==> config.mk <==
export PLATFORM = sky130hd
export DESIGN_NAME = door_lock_core
export DESIGN_NICKNAME = d
export VERILOG_FILES = /design/src/rtl/door_lock_core.sv
export SDC_FILE = /design/constraint.sdc
export NUM_CORES = 1
export LEC_CHECK = 0
export CORE_AREA = 2 2 94 96
export DETAILED_ROUTE_END_ITERATION = 7
export DIE_AREA = 0 0 96 98
export GPL_TIMING_DRIVEN = 0
export PLACE_DENSITY_LB_ADDON = 0.15
export SLEW_MARGIN = 10
export SYNTH_ARGS = -nofsm -noshare
export SYNTH_HDL_FRONTEND = slang
export SYNTH_SLANG_ARGS = --single-unit
==> constraint.sdc <==
create_clock -name i_clk -period 3 [get_ports i_clk]
set_input_delay 0.9 -clock i_clk [delete_from_list [all_inputs] [get_ports i_clk]]
set_output_delay 0.9 -clock i_clk [all_outputs]
set_load 0.1 [all_outputs]
==> src/rtl/door_lock_core.sv <==
// door_lock_core
//
// FSM core of the keypad door lock. Collects BCD digits into an entry buffer,
// compares a full entry against the stored PIN on submit, counts failed
// attempts down to a lockout, holds the door open for a fixed window, and
// supports changing the PIN from the OPEN state with a confirm step.
//
// Build option:
//   DOOR_LOCK_LOCKOUT_TIMER_EN  defined   -> LOCKOUT ends after LOCKOUT_CYCLES
//                               undefined -> LOCKOUT holds until reset
//
// Ports:
//   i_clk, i_hard_reset_n         clock, synchronous active-low reset
//   i_digit, i_digit_valid        BCD digit pulse (values > 9 are ignored)
//   i_submit, i_change, i_clear   one-cycle command pulses
//   o_state                       LOCKED=0 OPEN=1 NEW_PIN=2 CONFIRM_PIN=3 LOCKOUT=4
//   o_unlocked, o_locked_out      state decodes (registered)
//   o_incorrect                   last submit failed
//   o_trials_left                 remaining attempts before lockout
//   o_entry, o_entry_count        entry buffer (newest digit in LSB nibble)
//
// State table:
//   state         | meaning
//   S_LOCKED      | door locked, collecting a PIN attempt
//   S_OPEN        | door open, unlock window counting down
//   S_NEW_PIN     | collecting a candidate PIN
//   S_CONFIRM_PIN | collecting the candidate again for confirmation
//   S_LOCKOUT     | trial budget exhausted, inputs ignored

module door_lock_core #(
    parameter int          PIN_DIGITS     = 4,
    parameter int          MAX_TRIALS     = 3,
    parameter int          UNLOCK_CYCLES  = 250_000_000,
    parameter int          LOCKOUT_CYCLES = 500_000_000,
    parameter logic [31:0] DEFAULT_PIN    = 32'h0000_1234
) (
    input  logic                    i_clk,
    input  logic                    i_hard_reset_n,
    input  logic [3:0]              i_digit,
    input  logic                    i_digit_valid,
    input  logic                    i_submit,
    input  logic                    i_change,
    input  logic                    i_clear,
    output logic [2:0]              o_state,
    output logic                    o_unlocked,
    output logic                    o_incorrect,
    output logic                    o_locked_out,
    output logic [3:0]              o_trials_left,
    output logic [4*PIN_DIGITS-1:0] o_entry,
    output logic [3:0]              o_entry_count
);

    localparam int EW   = 4 * PIN_DIGITS;
    localparam int UT_W = (UNLOCK_CYCLES > 2) ? $clog2(UNLOCK_CYCLES) : 1;

    if (PIN_DIGITS < 1 || PIN_DIGITS > 8 || MAX_TRIALS < 1 || MAX_TRIALS > 15 ||
        UNLOCK_CYCLES < 2 || LOCKOUT_CYCLES < 2) begin : g_bad_cfg
        $error("door_lock_core: parameter out of range");
    end

    typedef enum logic [2:0] {
        S_LOCKED      = 3'd0,
        S_OPEN        = 3'd1,
        S_NEW_PIN     = 3'd2,
        S_CONFIRM_PIN = 3'd3,
        S_LOCKOUT     = 3'd4
    } state_t;

    state_t            state_q, state_d;
    logic [EW-1:0]     pin_q, pin_d;
    logic [EW-1:0]     cand_q, cand_d;
    logic [EW-1:0]     entry_q, entry_d;
    logic [3:0]        count_q, count_d;
    logic [3:0]        trials_q, trials_d;
    logic              incorrect_q, incorrect_d;
    logic [UT_W-1:0]   utmr_q, utmr_d;
    logic              unlocked_q, locked_out_q;

`ifdef DOOR_LOCK_LOCKOUT_TIMER_EN
    localparam int LT_W = (LOCKOUT_CYCLES > 2) ? $clog2(LOCKOUT_CYCLES) : 1;
    logic [LT_W-1:0]   ltmr_q, ltmr_d;
`endif

    logic              full;
    logic              digit_ok;
    logic              entry_state;
    logic [EW-1:0]     entry_shift;
    logic [3:0]        trials_dec;

    always_comb begin
        state_d     = state_q;
        pin_d       = pin_q;
        cand_d      = cand_q;
        entry_d     = entry_q;
        count_d     = count_q;
        trials_d    = trials_q;
        incorrect_d = incorrect_q;
        utmr_d      = utmr_q;
`ifdef DOOR_LOCK_LOCKOUT_TIMER_EN
        ltmr_d      = ltmr_q;
`endif

        full        = (count_q == 4'(PIN_DIGITS));
        digit_ok    = i_digit_valid && (i_digit <= 4'd9) && !full;
        entry_shift = EW'({entry_q, i_digit});
        trials_dec  = (trials_q == 4'd0) ? 4'd0 : trials_q - 4'd1;
        entry_state = (state_q == S_LOCKED) || (state_q == S_NEW_PIN) ||
                      (state_q == S_CONFIRM_PIN);

        // Clear beats submit beats digit in every entry-collecting state.
        if (entry_state) begin
            if (i_clear) begin
                entry_d     = '0;
                count_d     = 4'd0;
                incorrect_d = 1'b0;
            end else if (!i_submit && digit_ok) begin
                entry_d     = entry_shift;
                count_d     = count_q + 4'd1;
                incorrect_d = 1'b0;
            end
        end

        case (state_q)
            S_LOCKED: begin
                if (!i_clear && i_submit) begin
                    entry_d = '0;
                    count_d = 4'd0;
                    if (full && entry_q == pin_q) begin
                        state_d     = S_OPEN;
                        trials_d    = 4'(MAX_TRIALS);
                        incorrect_d = 1'b0;
                        utmr_d      = UT_W'(UNLOCK_CYCLES - 1);
                    end else begin
                        trials_d    = trials_dec;
                        incorrect_d = 1'b1;
                        if (trials_dec == 4'd0) begin
                            state_d = S_LOCKOUT;
`ifdef DOOR_LOCK_LOCKOUT_TIMER_EN
                            ltmr_d  = LT_W'(LOCKOUT_CYCLES - 1);
`endif
                        end
                    end
                end
            end
            S_OPEN: begin
                // Timer expiry wins over a change request in the same cycle.
                if (i_submit || utmr_q == '0) begin
                    state_d = S_LOCKED;
                end else begin
                    utmr_d = utmr_q - 1'b1;
                    if (i_change) begin
                        state_d = S_NEW_PIN;
                        entry_d = '0;
                        count_d = 4'd0;
                    end
                end
            end
            S_NEW_PIN: begin
                if (!i_clear && i_submit && full) begin
                    cand_d  = entry_q;
                    entry_d = '0;
                    count_d = 4'd0;
                    state_d = S_CONFIRM_PIN;
                end
            end
            S_CONFIRM_PIN: begin
                if (!i_clear && i_submit) begin
                    entry_d = '0;
                    count_d = 4'd0;
                    state_d = S_OPEN;
                    utmr_d  = UT_W'(UNLOCK_CYCLES - 1);
                    if (full && entry_q == cand_q) begin
                        pin_d = cand_q;
                    end else begin
                        incorrect_d = 1'b1;
                    end
                end
            end
            S_LOCKOUT: begin
                entry_d = '0;
                count_d = 4'd0;
`ifdef DOOR_LOCK_LOCKOUT_TIMER_EN
                if (ltmr_q == '0) begin
                    state_d     = S_LOCKED;
                    trials_d    = 4'(MAX_TRIALS);
                    incorrect_d = 1'b0;
                end else begin
                    ltmr_d = ltmr_q - 1'b1;
                end
`endif
            end
            default: begin
                state_d = S_LOCKED;
            end
        endcase
    end

    always_ff @(posedge i_clk) begin
        if (!i_hard_reset_n) begin
            state_q      <= S_LOCKED;
            pin_q        <= DEFAULT_PIN[EW-1:0];
            cand_q       <= '0;
            entry_q      <= '0;
            count_q      <= 4'd0;
            trials_q     <= 4'(MAX_TRIALS);
            incorrect_q  <= 1'b0;
            utmr_q       <= '0;
            unlocked_q   <= 1'b0;
            locked_out_q <= 1'b0;
`ifdef DOOR_LOCK_LOCKOUT_TIMER_EN
            ltmr_q       <= '0;
`endif
        end else begin
            state_q      <= state_d;
            pin_q        <= pin_d;
            cand_q       <= cand_d;
            entry_q      <= entry_d;
            count_q      <= count_d;
            trials_q     <= trials_d;
            incorrect_q  <= incorrect_d;
            utmr_q       <= utmr_d;
            unlocked_q   <= (state_d == S_OPEN);
            locked_out_q <= (state_d == S_LOCKOUT);
`ifdef DOOR_LOCK_LOCKOUT_TIMER_EN
            ltmr_q       <= ltmr_d;
`endif
        end
    end

    assign o_state       = state_q;
    assign o_unlocked    = unlocked_q;
    assign o_locked_out  = locked_out_q;
    assign o_incorrect   = incorrect_q;
    assign o_trials_left = trials_q;
    assign o_entry       = entry_q;
    assign o_entry_count = count_q;

endmodule

==> results.sh, run 1 <==
export IMPL_path_class="flip-flop to primary output"
export IMPL_share_comb_of_total_power_pct=5.4
export IMPL_cap_violations=0
export IMPL_finalNetCount=559
export IMPL_avgSynthCellArea_um2=8.81
export IMPL_cts_root_buffer="clkbuf_8"
export IMPL_cts_clk_slew_worst_paths_ns=0.10
export IMPL_vias_per_cell=5.88
export IMPL_status="finished clean"
export IMPL_drive_gt1_share_pct=8.35
export IMPL_insertion_delay_ns=0.37
export IMPL_clockBufferDepth=2
export IMPL_stdcell_count=659
export IMPL_fin_ws_ns=0.0593
export IMPL_synthesis_area_mm2=0.00437
export IMPL_die_x_um=96
export IMPL_synthesis_nets=509
export IMPL_synth_top_area_share_pct=41.2
export IMPL_ys_types=54
export IMPL_report_final_slew_viol_count=0
export IMPL_cts_sinks=90
export IMPL_switching_share_pct=26.7
export IMPL_startpoint_type="flip-flop"
export IMPL_yosys_area_top_type="dfxtp_1"
export IMPL_ys_ff_latch=90
export IMPL_grt_overflow_total=0
export IMPL_drt_iter0_drc=207
export IMPL_crit_arrival_ns=2.04
export IMPL_cts_hold_buf=0
export IMPL_seq_power_share_pct=55.7
export IMPL_ys_flop_type="dfxtp_1"
export IMPL_drt_wl_total_mm=11.0
export IMPL_hold_violations=0
export IMPL_clkPwrFrac_pct=38.9
export IMPL_drc=0
export IMPL_holdWs_ns=0.472
export IMPL_cts_inserted_buffers=9
export IMPL_rr_startpoint="utmr_q[0]$_SDFFE_PN0P_"
export IMPL_finalCritPeriodShare_pct=98.0
export IMPL_grt_total_usage_pct=24.5
export IMPL_dpl_hpwl_mm=7.81
export IMPL_tightest_slew_ns=0.988
export IMPL_synthArstFlopShare_pct=0
export IMPL_antenna_left=0
export IMPL_placed_area_mm2=0.00490
export IMPL_grt_max_degree=19
export IMPL_switchingPower_w=0.000576
export IMPL_synth_seq_area_share_pct=41.2
export IMPL_period_needed_ns=2.94
export IMPL_core_area_mm2=0.00847
export IMPL_placed_cells=643
export IMPL_antenna_cells=0
export IMPL_cp_max_fo=8
export IMPL_cts_tree="built"
export IMPL_cp_end_kind="primary output"
export IMPL_fin_area_mm2=0.00517
export IMPL_port_buffers=39
export IMPL_grt_first_pass_wirelength_mm=18.1
export IMPL_max_stage_delay_ns=1.19
export IMPL_die_area_mm2=0.00941
export IMPL_synth_edf_count=0
export IMPL_htreeDepth=3
export IMPL_grt_pass1_vias=3682
export IMPL_setup_viol=0
export IMPL_area_growth_pct=18.3
export IMPL_slowest_stage="clkdlybuf4s50_1"
export IMPL_place_ws_ns=-0.883
export IMPL_synth_cells=496
export IMPL_worst_path_buf_inv=1
export IMPL_start_util_pct=51.6
export IMPL_hold_path_class="flip-flop to flip-flop"
export IMPL_place_congestion=0.909
export IMPL_die_h_um=98
export IMPL_synth_area_top_cells="dfxtp_1, mux2i_1, nor2_1"
export IMPL_crit_chain="clkdlybuf4s50_1"
export IMPL_critical_path_top_delay_family="buffers and inverters"
export IMPL_ir_worst_vdd_v=0.000274
export IMPL_p_int_w=0.00158
export IMPL_fmax_mhz=340
export IMPL_rows=34
export IMPL_drt_first_pass_iters=5
export IMPL_crit_required_ns=2.10
export IMPL_num_vias=3877
export IMPL_rsz0062_at_grt="yes"
export IMPL_wl_per_cell_um=16.6
export IMPL_antenna_found_initial=0
export IMPL_slew_headroom_pct=34.0
export IMPL_power_density_mw_per_mm2=418
export IMPL_ys_warn_count=0
export IMPL_finalPower_w=0.00216
export IMPL_p_leak_nw=2.41
export IMPL_finClkSkew_ns=0.0147
export IMPL_hold_start="utmr_q[0]$_SDFFE_PN0P_"
export IMPL_cp_startpoint="o_state[2]$_SDFF_PN0_"
export IMPL_io_pins=40
flip-flops by register name, summed over array words and instances, names as in the netlist:
signal         count
o_state            3
o_unlocked         1
o_entry           16
cand_q            16
o_locked_out       1
o_trials_left      4
utmr_q            28
o_incorrect        1
pin_q             16
o_entry_count      4
power groups by stage:
stage	Sequential (W)	Combinational, W	Clock [W]
floorplan	0.00126	0.0000461	0
global placement	0.00123	0.000115	0
detailed placement	0.00123	0.000116	0
CTS	0.00120	0.000117	0.000863
global route	0.00120	0.000124	0.000914
finish	0.00120	0.000117	0.000841
through the flow:
stage | TNS (ns) | util (%)
after global routing | -0.0186 | 61.1
after CTS | 0 | 60.4
after floorplan | 0 | -
final | 0 | 61.1
after global placement | -28.34 | 57.8
after detailed placement | -29.38 | 57.8
cell families after synthesis:
family          count (synthesis)  synth area share (%)
compound gates                 92                  14.7
xor+xnor                       35                  7.01
fa+ha+maj                       3                 0.859
buf+inv                        38                  3.69
flops                          90                  41.2
mux                            48                  11.0
simple gates                  190                  21.5
cell type report:
class	instances	area, µm²
Sequential cell	90	1800
Clock inverter	6	60.1
Tap cell	108	135
Timing Repair Buffer	39	418
Fill cell	743	3290
Inverter	8	30.0
Multi-Input combinational cell	368	2450
Clock buffer	10	138
Buffer	30	138
path summary, 6_finish.rpt:
| path | endpoint | slack [ns] | depth (start not counted) |
|---|---|---|---|
| setup / recovery | o_state[2] | 0.06 | 1 |
| hold / removal | utmr_q[0]$_SDFFE_PN0P_ | 0.47 | 2 |
| setup reg to reg | utmr_q[3]$_SDFFE_PN0P_ | 0.20 | 11 |
| hold reg to reg | utmr_q[0]$_SDFFE_PN0P_ | 0.47 | 2 |
cells in the mapped netlist, drive strengths merged, types with 2 or more instances:
| master | number |
|---|---|
| a211oi | 2 |
| a21boi | 4 |
| a21oi | 9 |
| a311oi | 12 |
| a31o | 3 |
| a31oi | 17 |
| and2 | 3 |
| and3b | 2 |
| buf | 6 |
| clkbuf | 24 |
| dfxtp | 90 |
| ha | 3 |
| inv | 7 |
| mux2i | 48 |
| nand2 | 30 |
| nand2b | 5 |
| nand3 | 16 |
| nand4 | 4 |
| nand4b | 3 |
| nor2 | 71 |
| nor2b | 2 |
| nor3 | 20 |
| nor4 | 12 |
| o211ai | 4 |
| o21a | 5 |
| o21ai | 19 |
| o22ai | 2 |
| o31ai | 6 |
| or2 | 4 |
| or3 | 9 |
| or4 | 4 |
| xnor2 | 18 |
| xor2 | 17 |
layer usage:
layer | routed length (µm) | vias to the layer above | global-route usage, %
met2 | 5510 | 108 | 40.9
li1 | - | 1892 | -
met4 | 147 | 0 | 7.58
met1 | 4780 | 1860 | 31.3
met5 | 0 | - | 0
met3 | 530 | 17 | 5.48
what timing repair did:
action | in CTS | in global routing
pin swaps | 0 | 1
buffers inserted | 0 | 0
endpoints found under the setup margin | 26 | 56
endpoints found under the hold margin | 0 | 0
gates resized for setup | 4 | 24
layout by cell type, fill, tap and decap left out, drive strengths merged, types with 16 or more instances in the layout:
cell           count
o21ai             19
clkdlybuf4s50     28
dfxtp             90
mux2i             48
nand3             16
clkbuf            32
xor2              17
xnor2             18
nor2              71
nor3              20
a31oi             17
nand2             30
Note: power is estimated with default switching activity, not from simulation.
==> run 2, diff against run 1 <==
- TNS_END_PERCENT: not set -> 10
==> run 2 against run 1 <==
  * Flip-flop and latch count unchanged
  * Worst setup slack improved by 0.0052 ns
  * Sequential power about the same
  * Clock power about the same
  * Design area unchanged
  * Final cell count unchanged
  * Non-clock buffer count unchanged
  * Global-route usage unchanged
  * First-iteration DRC count increased by 0.48%
  * Register-to-register slack improved by 0.02 ns
  * Critical path type unchanged
  * Critical endpoint unchanged
  * Highest routed layer unchanged
==> results.sh, run 2 (same netlist as run 1, synthesis figures left out) <==
export IMPL_cts_sinks=90
export IMPL_setup_viol=0
export IMPL_rows=34
export IMPL_switching_share_pct=26.7
export IMPL_antenna_left=0
export IMPL_largest_reg_flops=28
export IMPL_crit_required_ns=2.10
export IMPL_slew_headroom_pct=34.0
export IMPL_dpl_hpwl_mm=7.81
export IMPL_finClkSkew_ns=0.0149
export IMPL_grt_max_degree=19
export IMPL_holdWs_ns=0.473
export IMPL_cts_inserted_buffers=9
export IMPL_grt_pass1_vias=3682
export IMPL_share_comb_of_total_power_pct=5.4
export IMPL_status="finished clean"
export IMPL_start_util_pct=51.6
export IMPL_antenna_found_initial=0
export IMPL_drt_wl_total_mm=11.0
export IMPL_nFillCells=743
export IMPL_vias_per_cell=5.87
export IMPL_insertion_delay_ns=0.37
export IMPL_wl_per_cell_um=16.6
export IMPL_final_cell_mix="dfxtp_1, nor2_1, mux2i_1"
export IMPL_p_leak_nw=2.41
export IMPL_grt_total_usage_pct=24.5
export IMPL_port_buffers=39
export IMPL_crit_arrival_ns=2.04
export IMPL_tightest_slew_ns=0.988
export IMPL_htreeDepth=3
export IMPL_path_class="flip-flop to primary output"
export IMPL_area_growth_pct=18.3
export IMPL_p_int_w=0.00158
export IMPL_cts_hold_buf=0
export IMPL_finalCritPeriodShare_pct=97.9
export IMPL_seq_power_share_pct=55.6
export IMPL_hold_violations=0
export IMPL_cts_clk_slew_worst_paths_ns=0.10
export IMPL_io_pins=40
export IMPL_clkPwrFrac_pct=39.0
export IMPL_placed_area_mm2=0.00490
export IMPL_slowest_stage="clkdlybuf4s50_1"
export IMPL_antenna_cells=0
export IMPL_drc=0
export IMPL_power_density_mw_per_mm2=418
export IMPL_clockBufferDepth=2
export IMPL_crit_chain="clkdlybuf4s50_1"
export IMPL_cts_root_buffer="clkbuf_8"
export IMPL_fin_area_mm2=0.00517
export IMPL_seq_area_mm2=0.00180
export IMPL_core_area_mm2=0.00847
export IMPL_drt_first_pass_iters=4
export IMPL_hold_path_class="flip-flop to flip-flop"
export IMPL_rsz0062_at_grt="yes"
export IMPL_cts_tree="built"
export IMPL_cts_setup_buffers=0
export IMPL_grt_first_pass_wirelength_mm=18.1
export IMPL_drt_iter0_drc=208
export IMPL_grt_overflow_total=0
export IMPL_period_needed_ns=2.94
export IMPL_ir_worst_vdd_v=0.000277
export IMPL_num_vias=3868
export IMPL_worst_path_buf_inv=1
export IMPL_switchingPower_w=0.000578
export IMPL_drive_gt1_share_pct=8.35
export IMPL_die_area_mm2=0.00941
export IMPL_startpoint_type="flip-flop"
export IMPL_cap_violations=0
export IMPL_report_final_slew_viol_count=0
export IMPL_die_h_um=98
export IMPL_finalNetCount=559
export IMPL_final_common_cell="dfxtp_1"
export IMPL_fmax_mhz=341
export IMPL_place_congestion=0.909
export IMPL_max_stage_delay_ns=1.19
export IMPL_top_register="utmr_q"
export IMPL_cp_end_kind="primary output"
export IMPL_die_x_um=96
export IMPL_critical_path_top_delay_family="buffers and inverters"
export IMPL_cp_max_fo=8
export IMPL_multi_input_area_mm2=0.00245
export IMPL_finalPower_w=0.00216
## run 2: area by class of cell
class / count / share of cell area [%]
Multi-Input combinational cell: 368 / 47.4
Sequential cell: 90 / 34.8
Timing Repair Buffer: 39 / 8.08
Clock buffer: 10 / 2.66
Buffer: 30 / 2.66
Tap cell: 108 / 2.61
Clock inverter: 6 / 1.16
Inverter: 8 / 0.581
## run 2: per-stage QoR
stage	setup WS (ns)	instances	TNS, ns	utilization [%]
floorplan	0.0438	496	0	-
global placement	-0.816	643	-28.34	57.8
detailed placement	-0.883	643	-29.38	57.8
CTS	0.00507	659	0	60.4
global route	-0.0214	659	-0.0214	61.1
finish	0.0645	659	0	61.1
## run 2: power groups by stage
stage	Clock [W]	Sequential (W)	Combinational [W]
3_3_place_gp	0	0.00123	0.000115
3_5_place_dp	0	0.00123	0.000116
6_report	0.000843	0.00120	0.000117
2_1_floorplan	0	0.00126	0.0000461
5_1_grt	0.000914	0.00120	0.000124
4_1_cts	0.000863	0.00120	0.000117
## run 2: final timing paths
check | start | to | slack (ns) | depth (start not counted)
max | o_state[2]$_SDFF_PN0_ | o_state[2] | 0.06 | 1
min | utmr_q[0]$_SDFFE_PN0P_ | utmr_q[0]$_SDFFE_PN0P_ | 0.47 | 2
max reg2reg | utmr_q[13]$_SDFFE_PN0P_ | utmr_q[3]$_SDFFE_PN0P_ | 0.22 | 9
min reg2reg | utmr_q[0]$_SDFFE_PN0P_ | utmr_q[0]$_SDFFE_PN0P_ | 0.47 | 2
## run 2: layer usage
| metal | GRT usage (%) | vias up | part of all wire [%] |
|---|---|---|---|
| li1 | - | 1901 | - |
| met1 | 31.3 | 1850 | 44 |
| met2 | 40.9 | 96 | 50 |
| met3 | 5.48 | 21 | 4.3 |
| met4 | 7.58 | 0 | 1.8 |
| met5 | 0 | - | 0 |
## run 2: worst reg2reg max path: stages, from the launching register on
cell      delay [ns]
dfxtp_1         0.37
or4_1           0.52
buf_2           0.18
nor4b_4         0.36
a41oi_1         0.16
or3_1           0.38
buf_6           0.15
clkbuf_1        0.25
a31oi_1         0.22
nor3_1          0.06
## run 2: timing repair
action,in CTS,in global routing
cloned,0,0
resized for setup,4,23
endpoints found under the setup margin,26,56
pin swaps,0,1
endpoints found under the hold margin,0,0
